**src/rtl/alu_mult_sequencer.sv**
```systemverilog
// Radix-2 Booth sequencer for signed 32x32 multiply. It borrows the shared ALU
// for its add/subtract steps and reports the low product word and an overflow flag.
module alu_mult_sequencer (
  input  logic        clock,
  input  logic        reset_n,
  input  logic        start,
  input  logic [31:0] data_operandA,
  input  logic [31:0] data_operandB,
  output logic [31:0] alu_operandA,
  output logic [31:0] alu_operandB,
  output logic [4:0]  alu_opcode,
  output logic [4:0]  alu_shiftamt,
  input  logic [31:0] alu_result,
  input  logic        alu_overflow,
  output logic        busy,
  output logic [31:0] data_result,
  output logic        data_exception,
  output logic        data_resultRDY
);

  typedef enum logic [1:0] {
    S_IDLE = 2'd0,
    S_ITER = 2'd1,
    S_DONE = 2'd2
  } state_t;

  state_t      state_q, state_d;
  logic [31:0] a_q, a_d;
  logic [31:0] q_q, q_d;
  logic        q1_q, q1_d;
  logic [31:0] m_q, m_d;
  logic [4:0]  cnt_q, cnt_d;

  logic [31:0] step_sum;
  logic        step_sgn;

  always_ff @(posedge clock or negedge reset_n) begin
    if (!reset_n) begin
      state_q <= S_IDLE;
      a_q     <= '0;
      q_q     <= '0;
      q1_q    <= 1'b0;
      m_q     <= '0;
      cnt_q   <= '0;
    end else begin
      state_q <= state_d;
      a_q     <= a_d;
      q_q     <= q_d;
      q1_q    <= q1_d;
      m_q     <= m_d;
      cnt_q   <= cnt_d;
    end
  end

  always_comb begin
    state_d        = state_q;
    a_d            = a_q;
    q_d            = q_q;
    q1_d           = q1_q;
    m_d            = m_q;
    cnt_d          = cnt_q;
    alu_operandA   = '0;
    alu_operandB   = '0;
    alu_opcode     = 5'd0;
    alu_shiftamt   = 5'd0;
    busy           = 1'b0;
    data_resultRDY = 1'b0;
    step_sum       = a_q;
    step_sgn       = a_q[31];

    case (state_q)
      S_IDLE: begin
        if (start) begin
          m_d     = data_operandA;
          q_d     = data_operandB;
          a_d     = '0;
          q1_d    = 1'b0;
          cnt_d   = '0;
          state_d = S_ITER;
        end
      end

      S_ITER: begin
        busy         = 1'b1;
        alu_operandA = a_q;
        alu_operandB = m_q;
        // The XOR with overflow recovers the true 33-bit sign of A +/- M,
        // which the 32-bit result alone gets wrong when M = 0x80000000.
        case ({q_q[0], q1_q})
          2'b01: begin
            alu_opcode = 5'd0;
            step_sum   = alu_result;
            step_sgn   = alu_result[31] ^ alu_overflow;
          end
          2'b10: begin
            alu_opcode = 5'd1;
            step_sum   = alu_result;
            step_sgn   = alu_result[31] ^ alu_overflow;
          end
          default: begin
            alu_opcode = 5'd0;
          end
        endcase
        a_d   = {step_sgn, step_sum[31:1]};
        q_d   = {step_sum[0], q_q[31:1]};
        q1_d  = q_q[0];
        cnt_d = cnt_q + 5'd1;
        if (cnt_q == 5'd31) begin
          state_d = S_DONE;
        end
      end

      S_DONE: begin
        busy           = 1'b1;
        data_resultRDY = 1'b1;
        state_d        = S_IDLE;
      end

      default: begin
        state_d = S_IDLE;
      end
    endcase
  end

  assign data_result    = q_q;
  assign data_exception = (a_q != {32{q_q[31]}});

endmodule

```
**config.mk**
```make
export PLATFORM = sky130hd
export DESIGN_NAME = alu_mult_sequencer
export DESIGN_NICKNAME = d
export VERILOG_FILES = /design/src/rtl/alu_mult_sequencer.sv
export SDC_FILE = /design/constraint.sdc
export NUM_CORES = 1
export LEC_CHECK = 0
export BUFFER_PORTS_ARGS = -buffer_cell sky130_fd_sc_hd__buf_2
export CAP_MARGIN = 10
export CORE_MARGIN = 2
export CORE_UTILIZATION = 40
export CTS_CLUSTER_SIZE = 30
export DETAILED_ROUTE_END_ITERATION = 10
export PLACE_DENSITY = 0.65
export SLEW_MARGIN = 20
export SYNTH_ARGS = -nofsm -noshare
export SYNTH_HDL_FRONTEND = slang
export SYNTH_SLANG_ARGS = --single-unit
```
**constraint.sdc**
```tcl
create_clock -name clock -period 2.79 [get_ports clock]
set_input_delay 0.1395 -clock clock [delete_from_list [all_inputs] [get_ports clock]]
set_output_delay 0.1395 -clock clock [all_outputs]
set_load 0.03 [all_outputs]
```
== Yosys cells after proc, flatten, opt, wreduce, memory -nomap -nowiden ==
Cells that the tools add are included.

* Reduce and logical (&&, ||, !) cells: 8
* Muxes and demuxes: 19
* Bitwise logic cells: 1
* Eq/ne operators: 9
* Add/sub/neg operators: 1

{| class="wikitable"
|+ Operators with widths
! cell !! number
|-
| 32-bit two-way mux || 5
|-
| 32-bit case mux with 2 select lines || 2
|-
| 32-bit != test || 1
|-
| 5-bit case mux with 2 select lines || 1
|-
| 1-bit two-way mux || 6
|-
| 2-bit != test (second input constant) || 3
|-
| 2-bit AND reduction || 3
|-
| 5-bit by 1-bit adder with 5-bit output (second input constant) || 1
|-
| 5-bit == test (second input constant) || 1
|-
| 5-bit two-way mux || 1
|-
| 2-bit by 1-bit == test with 1-bit output (second input constant) || 2
|-
| 2-bit == test (second input constant) || 2
|-
| 2-bit two-way mux || 2
|-
| 2-bit case mux with 2 select lines || 1
|-
| 2-bit OR reduction || 2
|-
| 3-bit AND reduction || 1
|-
| 2-bit zero test || 1
|-
| 1-bit case mux with 2 select lines || 1
|-
| 2-bit nonzero test || 1
|-
| 1-bit bitwise XOR || 1
|}

* Flip-flop bits (word level): 104

== Logic depth before layout (Yosys ltp) ==
Gate-level depths: netlist (run 1).

* Depth after elaboration: 4
* Depth in mapped cells: 9
* Depth with buffers taken out: 6

== Least setup slack after synthesis (run 1) ==
No wires, ideal clock.

* Path kind: register to output
* Start point: reg q_q[31], in the netlist data_result[31]
* End point: out data_exception
* Arrival time: 1.629 ns
* Required time: 2.651 ns
* Cell stages (with the launch flop): 6
* Path buffers: 1
* Slack: 1.022 ns
* Path through: dfrtp_1 > buf_6 > nand4_2 > nor3_2 > a31oi_1 > or4_1

* Longest elaborated chain between the ends: 1

{| class="wikitable"
|+ RTL lines
! what !! RTL line !! source
|-
| start, declared || 29 || <nowiki>logic [31:0] q_q, q_d;</nowiki>
|-
| start signal, assigned || 48 || <nowiki>q_q <= q_d;</nowiki>
|-
| 32-bit != test || 126 || <nowiki>assign data_exception = (a_q != {32{q_q[31]}});</nowiki>
|-
| end, declared || 17 || <nowiki>output logic data_exception,</nowiki>
|}

Every way passes these cells.

== Worst setup path after layout (run 1) ==
* Start point: reg state_q[1]
* End point: out alu_operandA[30]

* Longest elaborated chain between the ends: 2

{| class="wikitable"
|+ RTL lines
! what !! RTL line !! source
|-
| start, declared || 27 || <nowiki>state_t state_q, state_d;</nowiki>
|-
| start signal, assigned || 46 || <nowiki>state_q <= state_d;</nowiki>
|-
| 2-bit by 1-bit == test with 1-bit output || 71 || <nowiki>case (state_q)</nowiki>
|-
| 32-bit two-way mux || 71 ||
|-
| end, declared || 9 || <nowiki>output logic [31:0] alu_operandA,</nowiki>
|}

Every way passes these cells.

==> key figures, run 1 <==
Worst setup path
  – Critical path class: reg -> out
  – RR Startpoint: state_q[0]
  – CP Launch Type: flop
  – Worst reg2reg endpoint: a_q[29]
  – Critical path endpoint: alu_operandA[30]
  – Register-to-Register Path Depth: 7
  – CP Launch Point: state_q[1]
  – Worst-path fanout max: 30
  – Reg2reg setup slack: 0.65 ns
  – CP Capture Type: output port
  – WP data arrival: 2.12 ns
  – Worst EP required: 2.65 ns

Timing
  – Worst Skew: 0.00319 ns
  – Final hold violations: 0
  – Fmax: 443 MHz
  – Worst Tran Pin Value: 0.622 ns
  – Minimum clock period after layout: 2.26 ns
  – Final setup viols: 0
  – Final hold slack: 0.0265 ns
  – Sum of negative setup slack: 0 ns
  – Slew margin rel.: 58.5%
  – Fin crit share: 80.8%
  – RSZ-0062 raised after global routing: no
  – Fin. max-slew vios: 0

Floorplan
  – Die width: 119 um
  – Chip height: 119 um
  – I/O pins: 209
  – Die area: 14,100 um2
  – Core box area: 12,700 um2
  – Row Count: 41
  – Initial Utilization: 41.4%

Detailed routing
  – First drt pass iteration count: 5
  – Vias: 4,531
  – DR WL/cell: 15.4 um
  – Wirelength, routed: 13.4 mm
  – Vias per cell: 5.21
  – Initial DRC count: 296
  – Detail Route Antenna Nets: 0
  – # DRC: 0

Clock tree
  – Post-CTS setup buffers: 0
  – TritonCTS buffer count: 9
  – Count of cells resized by post-cts repair: 0
  – Sink Count: 104
  – Clk Latency, worst-skew pair: 0.34 ns
  – H-Tree Depth: 3
  – Worst-path clk slew: 0.07 ns
  – CTS root buf: clkbuf_16
  – CTS max path bufs: 2
  – TritonCTS clock tree: yes

GRT
  – First-pass GRT wire length: 21.9 mm
  – Initial antenna violation count: 1
  – Total GRT Usage: 19.2%
  – Pin count of the biggest net entering global routing: 61
  – Vias in the first global route: 4,423
  – Overflow after GRT: 0

Worst hold path
  – Worst hold start: data_operandA[28]
  – Hold Path Class: in -> reg

Synth
  – Flops & latches, synth: 104
  – Cells after synthesis: 513
  – EDFF count, synth: 0
  – Cell variety after synth: 35
  – Synth area leaders: dfrtp_1 49%, and2_1 7.6%, mux2i_1 7.2%, mux2_2 7.1%, o22ai_1 6.2%
  – Ys async rst share: 100%
  – Synth warn: 0
  – Synth top area share: 49.5%
  – Top FF cell, synth: dfrtp_1
  – Sequential area share after synthesis: 49.5%
  – Leading area contributor after synthesis: dfrtp_1
  – Syn_area_per_cell: 10.3 um2
  – Post-synthesis cell area: 5260 um2

Pwr
  – Pleak: 3.22 nW
  – PD cells: 1300 nW/um2
  – Total power: 8.76 mW
  – Max rail drop VDD: 0.651 mV

Final layout
  – Net total in the final layout: 801
  – Antenna diodes: 0
  – Fill cells: 1,223
  – Register area: 2600 um2
  – Final Util: 52.8%
  – Multi-input gate area: 2420 um2
  – Share of layout cells above drive strength 1: 38.3%
  – Layout area overhead: 27.8%

Place
  – DP HPWL: 9.66 mm
  – PortBufs: 199
  – RePlAce Congestion: 0.808

Outcome
  – Outcome: complete, no violations

Job
  – MaxCap Viol Count: 0
-- report_power, final --
part / internal (mW) / leakage, nW / switching (mW)
combinational: 1.79 / 1.83 / 2.95
clock: 0.761 / 0.154 / 0.518
sequential: 2.17 / 1.24 / 0.573
total: 4.72 / 3.22 / 4.05
-- layer usage --
| metal | share of wire, % | GRT usage [%] | wire [um] | vias to the layer above |
|---|---|---|---|---|
| met5 | 0.13 | 0 | 17 | - |
| met3 | 9.0 | 5.60 | 1200 | 13 |
| li1 | - | - | - | 2176 |
| met2 | 45 | 29.9 | 6010 | 186 |
| met1 | 45 | 25.8 | 6000 | 2154 |
| met4 | 1.1 | 5.80 | 143 | 2 |
-- timing repair --
action                                  4_1_cts  5_1_grt
hold endpoints to repair                     44        0
endpoints found under the setup margin        0        0
hold buffers                                  1        0
-- cells by family (layout without fill, tap and decap cells) --
kind of cell             count (synthesis)  count (layout)  share of synthesized area, %
multiplexers                            71              71                          14.3
adder cells (fa/ha/maj)                  7               7                          1.66
AO/OA/AOI/OAI                          134             134                          14.7
other                                    1               9                        0.0713
flip-flops                             104             104                          49.5
AND/OR/NAND/NOR                        140             140                          14.3
XOR/XNOR                                 1               1                         0.166
buffers and inverters                   55             232                          5.40
-- sequential cells by signal (all words and copies together), names as in the netlist --
register     flops
m_q             32
cnt_q            5
q1_q             1
data_result     32
state_q          2
a_q             32
-- Yosys cell counts, types with 7 or more instances --
master / number
mux2i_1: 38
dfrtp_1: 104
buf_4: 13
nor3_1: 7
mux2_2: 33
a21oi_1: 29
and2_1: 64
buf_2: 17
nand2_1: 44
ha_1: 7
o21ai_0: 40
clkbuf_1: 18
o22ai_1: 52
-- how the worst min path moves through the flow --
stage                         end  cells past startpoint
after floorplan            a_q[0]                      0
after global placement     a_q[3]                      1
after detailed placement   a_q[3]                      1
after CTS                 m_q[24]                      2
after global routing      m_q[14]                      2
final                     m_q[28]                      2
-- worst max-delay path, cell delays in order, from the launching register on --
cell	delay [ns]
dfrtp_1	0.40
inv_1	0.11
ha_2	0.51
buf_4	0.35
and2_1	0.20
buf_2	0.21
-- stage by stage --
| stage | instance area, um2 | cells | setup WS [ns] |
|---|---|---|---|
| final | 6720 | 870 | 0.535 |
| after global routing | 6720 | 870 | 0.374 |
| after CTS | 6700 | 869 | 0.479 |
| after detailed placement | 6380 | 853 | 0.488 |
| after global placement | 6380 | 853 | 0.558 |
| after floorplan | 5290 | 521 | 1.02 |
-- cell usage in the layout (no fill, tap or decap), drive strengths merged, types with 9 or more instances in the layout --
cell type,synthesis,layout
clkbuf,18,12
buf,32,211
o22ai,52,52
o21ai,41,41
dfrtp,104,104
mux2,33,33
mux2i,38,38
and2,65,65
conb,1,9
nand2,45,45
a21oi,29,29
-- cell type report --
type | instances | share of cell area (%)
Tap cell | 172 | 3.20
Timing Repair Buffer | 212 | 17.2
Sequential cell | 104 | 38.7
Clock buffer | 12 | 3.96
Clock inverter | 3 | 0.596
Multi-Input combinational cell | 362 | 36.1
Inverter | 5 | 0.279
No activity file was read; power rests on OpenSTA's default activity.
==> inputs of run 2 (changes only) <==
clock period = 2.35 ns   (was 2.79 ns; I/O delays follow)
==> run 2 against run 1 <==
Clock power is 16% higher. Power grew 19%. Register-to-register slack worse by 0.35 ns. Sequential cell count did not move. Setup slack got worse by 0.39 ns. First-iteration DRC count grew 9.1%. Via count increased by 2.2%. Sequential share of layout area shrank 1.5 points. Worst hold slack got worse by 0.0087 ns. Cell area up 4.2%.
==> key figures, run 2 (synthesized netlist as in run 1, its figures left out) <==
Detailed routing
  – First drt pass iteration count: 4
  – Vias: 4,629
  – Initial DRC count: 323
  – Vias per cell: 5.14
  – DR WL/cell: 15.2 um
  – # DRC: 0
  – Detail Route Antenna Nets: 0
  – Wirelength, routed: 13.7 mm

Final layout
  – Most common cell after layout, fill and taps aside: buf_2
  – Net total in the final layout: 830
  – Finished Cell Area: 7000 um2
  – Layout Cells excl Fill: 900
  – Final Util: 55.0%
  – Share of layout cells above drive strength 1: 36.8%
  – Most frequent cells in the layout: 198 x buf_2, 104 x dfrtp_1, 64 x and2_1
  – Antenna diodes: 0
  – Layout area overhead: 33.1%

Timing
  – Worst Tran Pin Value: 0.780 ns
  – Slew margin rel.: 47.8%
  – Minimum clock period after layout: 2.20 ns
  – Final setup viols: 0
  – Worst Skew: 0.00514 ns
  – Sum of negative setup slack: 0 ns
  – RSZ-0062 raised after global routing: no
  – Final hold violations: 0
  – Fin crit share: 93.7%
  – Fmax: 454 MHz
  – Fin. max-slew vios: 0

Pwr
  – Pleak: 3.33 nW
  – Max rail drop VDD: 0.822 mV
  – PD cells: 1490 nW/um2
  – Total power: 10.4 mW

Place
  – PortBufs: 199
  – DP HPWL: 9.40 mm
  – RePlAce Congestion: 0.776
  – Cell Area, Placed: 6400 um2
  – Placed insts: 854

Floorplan
  – Row Count: 41
  – Chip height: 119 um
  – Die area: 14,100 um2
  – Die width: 119 um
  – Core box area: 12,700 um2
  – I/O pins: 209
  – Initial Utilization: 41.4%

Worst setup path
  – CP Launch Type: flop
  – Worst EP required: 2.23 ns
  – Worst path cell trace: nand4_2 > nor3_2 > a31oi_1 > or4_1 > buf_2
  – Worst path slowest cell: dfrtp_1
  – Max stage delay on crit path: 0.61 ns
  – Worst reg2reg endpoint: data_result[3]
  – CP Capture Type: output port
  – RR Startpoint: state_q[0]
  – Register-to-Register Path Depth: 7
  – Worst-path fanout max: 11
  – WP data arrival: 2.08 ns
  – Critical path class: reg -> out
  – Reg2reg setup slack: 0.30 ns

Clock tree
  – Post-CTS setup buffers: 0
  – H-Tree Depth: 3
  – Worst-path clk slew: 0.06 ns
  – Sink Count: 104
  – Clk Latency, worst-skew pair: 0.34 ns
  – CTS hold repair buffers: 30
  – TritonCTS buffer count: 9
  – TritonCTS clock tree: yes
  – CTS max path bufs: 2
  – Count of cells resized by post-cts repair: 0
  – CTS root buf: clkbuf_16

Job
  – MaxCap Viol Count: 0

Worst hold path
  – Worst hold start: data_operandA[17]
  – Hold path depth: 2
  – Hold Path Class: in -> reg
  – Hold Path Sink: m_q[17]

GRT
  – Pin count of the biggest net entering global routing: 63
  – Vias in the first global route: 4,543
  – Overflow after GRT: 0
  – Initial antenna violation count: 0
  – First-pass GRT wire length: 22.8 mm
  – Total GRT Usage: 19.8%

Outcome
  – Outcome: complete, no violations
## run 2: cell types whose count changed in the layout (fill, tap and decap cells not counted)
cell	before	now
dlygate4sd3_1	1	30
clkinv_2	2	0
clkinvlp_4	0	2
buf_12	3	4
buf_16	1	0
bufinv_16	1	0
clkbuf_8	3	4
clkinv_4	0	1
## run 2: final cells by class
class | instances | area [um2]
well taps | 172 | 215
repair buffers | 241 | 1440
flip-flops and latches | 104 | 2600
fillers | 1190 | 5720
clock inverters | 3 | 23.8
multi-input cells | 362 | 2420
inverters | 5 | 18.8
clock buffers | 13 | 280
## run 2: worst max-delay path: cells and delay by family, from the launching register on
family                 cells  cell delay [ns]
AO/OA/AOI/OAI              1             0.07
flip-flops                 1             0.61
AND/OR/NAND/NOR            3             0.86
buffers and inverters      1             0.20
## run 2: worst max-delay path by stage
stage,endpoint,start,depth (start not counted)
after detailed placement,data_result[29],state_q[0],6
after floorplan,data_exception,data_result[31],5
after global placement,data_result[31],state_q[1],7
final,data_exception,data_result[31],5
after CTS,data_exception,data_result[31],5
after global routing,data_exception,data_result[31],5
## run 2: power by group
| part | total, mW | switching, mW | leakage [nW] | internal [mW] |
|---|---|---|---|---|
| Combinational | 5.64 | 3.51 | 1.95 | 2.12 |
| Sequential | 3.28 | 0.703 | 1.24 | 2.57 |
| Clock | 1.49 | 0.656 | 0.144 | 0.837 |
| Total | 10.4 | 4.87 | 3.33 | 5.53 |
## run 2: metal layers
layer | vias up | global-route usage [%] | routed length [um]
li1 | 2233 | - | -
met5 | - | 0 | 0
met1 | 2179 | 26.7 | 6180
met3 | 17 | 5.69 | 1140
met4 | 0 | 6.55 | 235
met2 | 200 | 30.5 | 6160
## run 2: stage by stage
stage          hold slack (ns)  worst slack, ns
2_1_floorplan           -0.178            0.604
3_3_place_gp             0.147            0.411
3_5_place_dp             0.151            0.307
4_1_cts                0.00414            0.120
5_1_grt                 0.0166           0.0425
6_report                0.0178            0.148
==> inputs of run 3 (changes only) <==
BUFFER_PORTS_ARGS = default   (was -buffer_cell sky130_fd_sc_hd__buf_2)
CORE_ASPECT_RATIO = 2   (was default)
DONT_BUFFER_PORTS = 1   (was default)
PLACE_DENSITY = 0.51   (was 0.65)
==> run 3 against run 2 <==
The flow now finishes with violations (hold timing). Setup slack better by 0.077 ns. Global-route usage hardly changed. Non-clock buffer count is 141 lower. Register-to-register slack better by 0.15 ns. Cell area is 6.6% lower. Via count is 10% lower. Combinational power is 18% lower. Wire length is 2.0% higher. Core utilization is 4.4 points lower. First-iteration DRC count is 62% lower. Power is 5.2% lower.
==> key figures, run 3 (synthesized netlist as in run 1, its figures left out) <==
Timing
  – Final hold slack: -0.537 ns
  – Sum of negative setup slack: 0 ns
  – Worst Tran Pin Value: 0.548 ns
  – Final setup viols: 0
  – Final hold violations: 104
  – Fmax: 470 MHz
  – Worst Skew: 0.0114 ns
  – Fin. max-slew vios: 0
  – Minimum clock period after layout: 2.13 ns
  – RSZ-0062 raised after global routing: no
  – Fin crit share: 90.5%
  – Setup ws final: 0.224 ns
  – Slew margin rel.: 63.3%

Clock tree
  – CTS hold repair buffers: 87
  – Sink Count: 104
  – Worst-path clk slew: 0.08 ns
  – TritonCTS clock tree: yes
  – CTS root buf: clkbuf_16
  – H-Tree Depth: 3
  – CTS max path bufs: 2
  – TritonCTS buffer count: 9
  – Post-CTS setup buffers: 0
  – Clk Latency, worst-skew pair: 0.34 ns

Outcome
  – Outcome: complete, but fails checks
  – Failing checks: hold timing

Final layout
  – Net total in the final layout: 689
  – Most common cell after layout, fill and taps aside: dfrtp_1
  – Fill cells: 1,164
  – Share of layout cells above drive strength 1: 12.1%
  – Layout Cells excl Fill: 739
  – Layout area overhead: 24.4%
  – Antenna diodes: 0
  – Most frequent cells in the layout: 103 x dfrtp_1, 87 x dlygate4sd3_1, 64 x and2_1
  – Finished Cell Area: 6540 um2

Worst setup path
  – Worst path slowest cell: or4_1
  – Critical path class: reg -> out
  – CP Launch Type: flop
  – Worst path cell trace: buf_4 > nand2_1 > nor3_1 > a31oi_1 > or4_1
  – WP data arrival: 2.01 ns
  – Worst path bufs/invs: 1
  – Worst EP required: 2.23 ns
  – Max stage delay on crit path: 0.60 ns
  – CP Capture Type: output port
  – Worst-path fanout max: 9
  – CP top delay family: simple AND/OR/NAND/NOR gates

Floorplan
  – Core box area: 12,900 um2
  – Chip height: 166 um
  – Initial Utilization: 40.7%
  – Die width: 85.1 um
  – I/O pins: 209
  – Row Count: 59
  – Die area: 14,100 um2

Pwr
  – Clock power frac: 15.3%
  – Net switching power figure: 4.83 mW
  – Max rail drop VDD: 0.754 mV
  – PD cells: 1510 nW/um2
  – Internal: 5.04 mW
  – Pleak: 2.73 nW
  – Total power: 9.86 mW
  – Comb pwr share: 46.7%
  – Part of the power in registers: 38.0%
  – Sw Share: 48.9%

Job
  – MaxCap Viol Count: 0

Place
  – RePlAce Congestion: 0.808
  – DP HPWL: 9.37 mm
  – Setup Slack @ Placement: 0.431 ns
  – Cell Area, Placed: 5370 um2
  – PortBufs: 0
  – Placed insts: 636

GRT
  – Initial antenna violation count: 0
  – Overflow after GRT: 0
  – Pin count of the biggest net entering global routing: 105
  – First-pass GRT wire length: 22.5 mm
  – Total GRT Usage: 19.8%
  – Vias in the first global route: 4,361

Detailed routing
  – Vias: 4,147
  – First drt pass iteration count: 5
  – Detail Route Antenna Nets: 0
  – DR WL/cell: 18.9 um
  – Wirelength, routed: 14.0 mm
  – # DRC: 0
  – Initial DRC count: 122
  – Vias per cell: 5.61

Worst hold path
  – Hold Path Class: in -> async
[run 3: cell count changes in the layout (fill, tap and decap cells not counted), sizes merged]
| cell | change |
|---|---|
| dlygate4sd3 | +57 |
| inv | +2 |
| clkbuf | -3 |
| clkinv | +3 |
| clkinvlp | -2 |
| buf | -198 |
[run 3: through the flow]
step / utilization [%] / hold WS [ns]
detailed placement: 41.6 / -0.174
global placement: 41.6 / -0.173
global route: 50.7 / -0.562
finish: 50.7 / -0.537
CTS: 50.6 / -0.556
floorplan: - / -0.178
[run 3: power by group through the flow]
stage	Combinational (mW)	Sequential, mW	Clock (mW)
after global placement	4.43	3.76	0
final	4.61	3.75	1.51
after detailed placement	4.51	3.78	0
after CTS	4.63	3.75	1.55
after floorplan	3.81	3.52	0
after global routing	5.00	3.87	1.62
[run 3: timing repair]
action,in CTS,in global routing
setup endpoints to repair,0,1
hold endpoints to repair,191,104
resized for setup,0,1
[run 3: worst paths after layout]
path | from | endpoint | slack (ns) | cells past startpoint
max | data_result[31] | data_exception | 0.22 | 5
min | reset_n | a_q[9] | -0.54 | 0
max reg2reg | state_q[0] | data_result[21] | 0.45 | 7
min reg2reg | m_q[5] | m_q[5] | 0.50 | 1
max in group asynchronous | reset_n | a_q[12] | 2.69 | 0
min in group clock | alu_result[29] | a_q[28] | 0 | 2
[run 3: cell type report]
class / instances / area, um2 / share of cell area, %
well taps: 152 / 190 / 2.91
multi-input cells: 362 / 2420 / 37.0
repair buffers: 100 / 1010 / 15.4
inverters: 5 / 18.8 / 0.287
flip-flops and latches: 104 / 2600 / 39.8
clock inverters: 6 / 62.6 / 0.956
clock buffers: 10 / 239 / 3.65
[run 3: per-layer routing]
layer	vias to the layer above	track usage (%)	wire length [um]
met1	2021	22.3	5150
met3	24	4.17	771
li1	1952	-	-
met2	150	35.7	7720
met4	0	7.80	344
met5	-	0	0
